### src/rtl/fetch_stage.sv
// rtl/fetch_stage.sv - RV32I instruction-fetch stage with PC, IF/ID register, redirect and fault handling
module fetch_stage #(
  parameter logic [31:0] RESET_PC  = 32'h00000000,
  parameter logic [31:0] NOP_INSTR = 32'h00000013
) (
  input  logic        clk,
  input  logic        reset,
  output logic [31:0] pc_address,
  input  logic [31:0] instruction,
  input  logic        stall,
  input  logic        redirect_valid,
  input  logic [31:0] redirect_target,
  output logic        if_valid,
  output logic [31:0] if_pc,
  output logic [31:0] if_instruction,
  output logic [31:0] if_pc_plus4,
  output logic        misaligned_fault,
  output logic [31:0] fetch_count
);

  typedef enum logic {RUN, FAULT} state_t;

  state_t      state_q, state_d;
  logic [31:0] pc_q, pc_d;
  logic        if_valid_q, if_valid_d;
  logic [31:0] if_pc_q, if_pc_d;
  logic [31:0] if_instr_q, if_instr_d;
  logic [31:0] if_pc_plus4_q, if_pc_plus4_d;
  logic        fault_q, fault_d;
  logic [31:0] fetch_count_q, fetch_count_d;
  logic [31:0] pc_plus4;

  assign pc_plus4 = pc_q + 32'd4;

  always_ff @(posedge clk) begin
    if (reset) begin
      state_q       <= RUN;
      pc_q          <= RESET_PC;
      if_valid_q    <= 1'b0;
      if_pc_q       <= 32'h0;
      if_instr_q    <= NOP_INSTR;
      if_pc_plus4_q <= 32'h0;
      fault_q       <= 1'b0;
      fetch_count_q <= 32'h0;
    end else begin
      state_q       <= state_d;
      pc_q          <= pc_d;
      if_valid_q    <= if_valid_d;
      if_pc_q       <= if_pc_d;
      if_instr_q    <= if_instr_d;
      if_pc_plus4_q <= if_pc_plus4_d;
      fault_q       <= fault_d;
      fetch_count_q <= fetch_count_d;
    end
  end

  always_comb begin
    state_d       = state_q;
    pc_d          = pc_q;
    if_valid_d    = if_valid_q;
    if_pc_d       = if_pc_q;
    if_instr_d    = if_instr_q;
    if_pc_plus4_d = if_pc_plus4_q;
    fault_d       = fault_q;
    fetch_count_d = fetch_count_q;

    // Redirect wins over both the fault hold and decode back-pressure.
    if (redirect_valid) begin
      if_valid_d = 1'b0;
      if_instr_d = NOP_INSTR;
      pc_d       = redirect_target;
      if (redirect_target[1:0] == 2'b00) begin
        state_d = RUN;
        fault_d = 1'b0;
      end else begin
        state_d = FAULT;
        fault_d = 1'b1;
      end
    end else if (state_q == RUN && !stall) begin
      if_valid_d    = 1'b1;
      if_pc_d       = pc_q;
      if_instr_d    = instruction;
      if_pc_plus4_d = pc_plus4;
      pc_d          = pc_plus4;
      fetch_count_d = fetch_count_q + 32'd1;
    end
  end

  assign pc_address       = pc_q;
  assign if_valid         = if_valid_q;
  assign if_pc            = if_pc_q;
  assign if_instruction   = if_instr_q;
  assign if_pc_plus4      = if_pc_plus4_q;
  assign misaligned_fault = fault_q;
  assign fetch_count      = fetch_count_q;

endmodule
### config.mk
export PLATFORM = sky130hd
export DESIGN_NAME = fetch_stage
export DESIGN_NICKNAME = d
export VERILOG_FILES = /design/src/rtl/fetch_stage.sv
export SDC_FILE = /design/constraint.sdc
export NUM_CORES = 1
export LEC_CHECK = 0
export ABC_AREA = 1
export ABC_CLOCK_PERIOD_IN_PS = 1800
export BUFFER_PORTS_ARGS = -buffer_cell sky130_fd_sc_hd__buf_2
export CAP_MARGIN = 20
export CORE_MARGIN = 5
export CORE_UTILIZATION = 35
export DETAILED_ROUTE_END_ITERATION = 8
export SLEW_MARGIN = 20
export SYNTH_ARGS = -nofsm -noshare
export SYNTH_HDL_FRONTEND = slang
export SYNTH_SLANG_ARGS = --single-unit
### constraint.sdc
create_clock -name clk -period 1.8 [get_ports clk]
set_clock_uncertainty 0.05 [all_clocks]
set_input_delay 0.18 -clock clk [delete_from_list [all_inputs] [get_ports clk]]
set_output_delay 0.18 -clock clk [all_outputs]
set_load 0.02 [all_outputs]
After elaboration in Yosys (flattened, before gate mapping)
Index checks and enable logic that the tools add are counted.
{ "totals": {"ff_bits": 162, "inputBits": 68} }
{ "classes": {"add_sub_neg": 2, "n_mux": 3, "bitwise": 2, "n_reduce_logical": 6} }
{ "op_table": {"columns": ["operator", "n"], "rows": [
  ["two-way mux 32 bit", 2],
  ["adder 32 x 1 -> 32 bit (second input constant)", 1],
  ["adder 32 x 3 -> 32 bit (second input constant)", 1],
  ["logical NOT 2 bit", 1],
  ["inverter 1 bit", 2],
  ["AND reduction 2 bit", 1],
  ["nonzero test 2 bit", 1],
  ["OR reduction 2 bit", 1],
  ["logical AND 1 bit", 1],
  ["logical NOT 1 bit", 1],
  ["two-way mux 1 bit", 1]
]} }

Depth between registers and ports, before layout
{ "logic_depth": {"word_depth": 4, "depth_mapped": 11, "mapped_depth_nobuf": 11} }

Worst setup path after synthesis
No wires, ideal clock.
{ "synth_timing": {"path_kind": "register to register", "from": "register pc_q[3] (netlist: pc_address[3])", "to": "register pc_q[22] (netlist: pc_address[22])", "setup_ns": 0.134, "t_arrival_ns": 1.418, "required_time_ns": 1.616, "setup_slack_ns": 0.198, "stages_incl_launch_ff": 9, "period_less_slack_ns": 1.602, "path_cell_list": "dfxtp_1 ha_1 nand2_2 nor2_4 nand2_4 nor2_4 nand3_1 nand3_1 a21oi_1"} }
{ "synth_between": {"elab_chain_cells": 3} }
{ "synth_rtl": {"columns": ["element", "line", "text"], "rows": [
  ["from (decl)", "24", "logic [31:0] pc_q, pc_d;"],
  ["from (signal assigned)", "47", "pc_q <= pc_d;"],
  ["adder 32 x 3 -> 32 bit", "33", "assign pc_plus4 = pc_q + 32'd4;"],
  ["two-way mux 32 bit", "79", "end else if (state_q == RUN && !stall) begin"],
  ["two-way mux 32 bit", "68", "if (redirect_valid) begin"]
]} }
Every way passes these cells. The select of a mux whose other input is x is not followed.
A chain may end at the register's enable or synchronous reset.

Worst setup path in the final report
{ "layout_timing": {"from": "register pc_q[2] (netlist: pc_address[2])", "to": "register pc_q[26] (netlist: pc_address[26])"} }
Same word-level chain as after synthesis.

==> results.md <==
- GR Overflow Total: 0
- Share of cells above drive strength 1: 25.50%
- Final wirelength: 24.04 mm
- Critical path, cell by cell: ha_1 -> nand2_2 -> nor2_4 -> nand2_4 -> nor2_4 -> nand2_1 -> nand2_1 -> nand3_1 -> a21oi_1
- Synth top area share: 45.26%
- FFs w/ async S/R, synth: 0%
- Num Clock Sinks: 160
- Min-Delay Path Class: in2reg
- Detailed Place HPWL: 17.33 mm
- Clk Latency, worst-skew pair: 430 ps
- Finished Layout Cells: 1560
- Final setup fails: 0
- Global-route wire length before repair: 38.70 mm
- Max-Cap Viols: 0
- RSZ-0062 raised after global routing: false
- CTS Buf Count: 17
- Pwr/cell area: 876.3 nW/um^2
- Relative slew slack: 75.14%
- Buffers on Ports: 229
- GR Util All Layers: 20.29%
- N_diodes: 0
- Site Rows: 52
- Clock buffer depth: 2
- Fin nets: 1347
- H-Tree Depth: 4
- Area leader, netlist: dfxtp_1
- Most common cell in the netlist: nand2_1
- CTS tree: yes
- Power Total: 0.008366 W
- Largest net degree at the start of global routing: 63
- Cells on Worst Hold Path: 3
- Drt pass-1 iters: 4
- Most instantiated cells after synthesis: nand2_1, dfxtp_1, nor2_1
- Proportion of power drawn by the clock network: 42.0%
- Startpoint types: flop
- Top post-synthesis cells by area: dfxtp_1, nand2_1, nor2_1
- Reg-to-Reg Start: pc_address[2]$_SDFFE_PP0N_
- RD Place Congestion: 0.8808
- Synth Warn #: 0
- Initial antenna violation count: 1
- CP required: 2110 ps
- R2r worst-path depth: 9
- Top Ports: 230
- Peak supply drop: 0.5509 mV
- Final worst setup slack: 158.1 ps
- #FFs+latches synth: 160
- Clk slew on worst S/H paths: 70 ps
- HP Start: redirect_target[3]
- Post-Place Cells: 1489
- Synthesized Nets: 1079
- Combinational Power Share: 12.6%
- Starting DRT DRC Count: 380
- Critical path endpoint category: flop
- DRC viols: 0
- Routed Antenna Nets: 0
- Crit-path max cell delay: 390 ps
- Sw frac: 28.43%
- Internal power: 0.005987 W
- Setup CP Type: reg2reg
- Reg-to-reg endpoint: pc_address[26]$_SDFFE_PP0N_
- Drt via density: 4.751
- Worst slew pin tran: 370.1 ps
- Hold Crit Endpoint: pc_address[3]$_SDFFE_PP0N_
- Post-synth EDFFs: 0
- Area growth, synth to finish: 34.90%
- Sequential area share after synthesis: 45.26%
- Tcrit/Tclk final: 91.22%
- DR vias: 7411
- Final min period: 1642 ps
- Critical-path top delay cell: dfxtp_1
- Die area: 23160 sq um
- Syn avg cell area: 7.014 sq um
- Flop pwr share: 45.4%
- Max Fclk: 0.6090 GHz
- Vias in the first global route: 7384
- Leakage: 4.389 nW
- Final-report hold violation count: 0
- CTS root buf: clkbuf_16
- R2r setup slk: 160 ps
- WP data arrival: 1950 ps
- Fin. max-slew vios: 0
- Psw: 0.002379 W
- Pre-CTS setup slack: 192.9 ps
- Post-DR wirelength/cell: 15.41 um
- Run status: completed
- Die W: 152.2 um
- Yosys cell types: 35
- Mapped Area: 7077 sq um
- Synth Instances: 1009
- Starting Density: 35.31%
- Die Y: 152.2 um
- Crit-path max FO: 6
- Final core occ: 47.64%
- Final TNS setup: 0 ps
- Core ar.: 20040 sq um
- Ys flop type: dfxtp_1
[registers in the layout (all words and copies together), names as in the netlist]
register,count
pc_address,32
fetch_count,32
if_pc,32
if_valid,1
if_instruction,32
misaligned_fault,1
if_pc_plus4,30
[cell usage in the layout (no fill, tap or decap), types with 2 or more instances in the layout]
cell type,count
ha_1,2
buf_4,22
and2_1,2
buf_12,4
a21oi_2,2
clkinv_1,2
o21ai_1,11
dfxtp_1,159
dlygate4sd3_1,39
nand2_1,229
clkbuf_16,17
clkinv_2,4
nor2_2,6
nor2_4,11
nand2_2,5
inv_2,7
clkinvlp_4,3
nand3b_1,2
buf_2,229
a21oi_1,96
nand3_2,4
nand2_4,4
inv_6,5
o21a_1,2
o21bai_1,2
xnor2_1,3
nand3_1,62
nor3_1,6
clkinv_4,2
nor2_1,144
xor2_1,2
nand4_1,7
o21ai_0,88
a31oi_1,10
inv_1,90
[power groups by stage]
stage                     Clock (W)  Combinational, W  Sequential, W
after detailed placement          0          0.000991        0.00387
after global routing        0.00374           0.00116        0.00382
final                       0.00351           0.00105        0.00380
after CTS                   0.00360           0.00106        0.00380
after floorplan                   0          0.000407        0.00404
after global placement            0          0.000994        0.00387
[routing by layer]
layer  up-vias  global-route usage, %  wire length [um]
li1       3793                      -                 -
met1      3320                  25.48             10960
met2       261                  33.53             10890
met3        35                  5.907              1680
met4         2                  6.764               494
met5         -                      0                13
[worst max-delay path by stage]
stage	from	end	slack (ps)
3_5_place_dp	pc_address[2]$_SDFFE_PP0N_	pc_address[26]$_SDFFE_PP0N_	190
4_1_cts	pc_address[12]$_SDFFE_PP0N_	if_pc_plus4[23]$_SDFFE_PP0P_	180
5_1_grt	pc_address[2]$_SDFFE_PP0N_	if_pc_plus4[24]$_SDFFE_PP0P_	1
6_report	pc_address[2]$_SDFFE_PP0N_	pc_address[26]$_SDFFE_PP0N_	160
3_3_place_gp	pc_address[12]$_SDFFE_PP0N_	if_pc_plus4[19]$_SDFFE_PP0P_	190
2_1_floorplan	pc_address[3]$_SDFFE_PP0N_	pc_address[22]$_SDFFE_PP0N_	200
[area by class of cell]
cell class	instances	area [sq um]
Fill cell	2037	10490
Multi-Input combinational cell	705	3292
Sequential cell	160	3204
Timing Repair Buffer	294	1782
Clock buffer	17	425.4
Inverter	99	371.6
Tap cell	270	337.8
Clock inverter	15	133.9
[kinds of logic after synthesis]
kind of cell             count (synthesis)  share of synthesized area, %
AO/OA/AOI/OAI                          212                         15.45
XOR/XNOR                                 5                        0.6189
adder cells (fa/ha/maj)                  2                        0.3536
buffers and inverters                  144                         8.257
flip-flops                             160                         45.26
AND/OR/NAND/NOR                        486                         30.06
[critical path: cells and delay by family, from the launching register on]
kind | cells | cell delay (ps)
AND/OR/NAND/NOR | 7 | 770
flip-flops | 1 | 390
AO/OA/AOI/OAI | 1 | 140
adder cells (fa/ha/maj) | 1 | 230
[through the flow]
stage | area [sq um] | hold WS, ps
6_report | 9547 | 7.724
5_1_grt | 9547 | 10.61
4_1_cts | 9543 | 3.297
3_5_place_dp | 8593 | 347.0
3_3_place_gp | 8593 | 346.3
2_1_floorplan | 7077 | 256.2
[what timing repair did]
item / in CTS / in global routing
gates resized for setup: 0 / 2
endpoints found under the hold margin: 40 / 0
hold buffers: 39 / 0
setup buffers: 0 / 0
setup endpoints to repair: 0 / 3
Note: power is estimated with default switching activity, not from simulation.
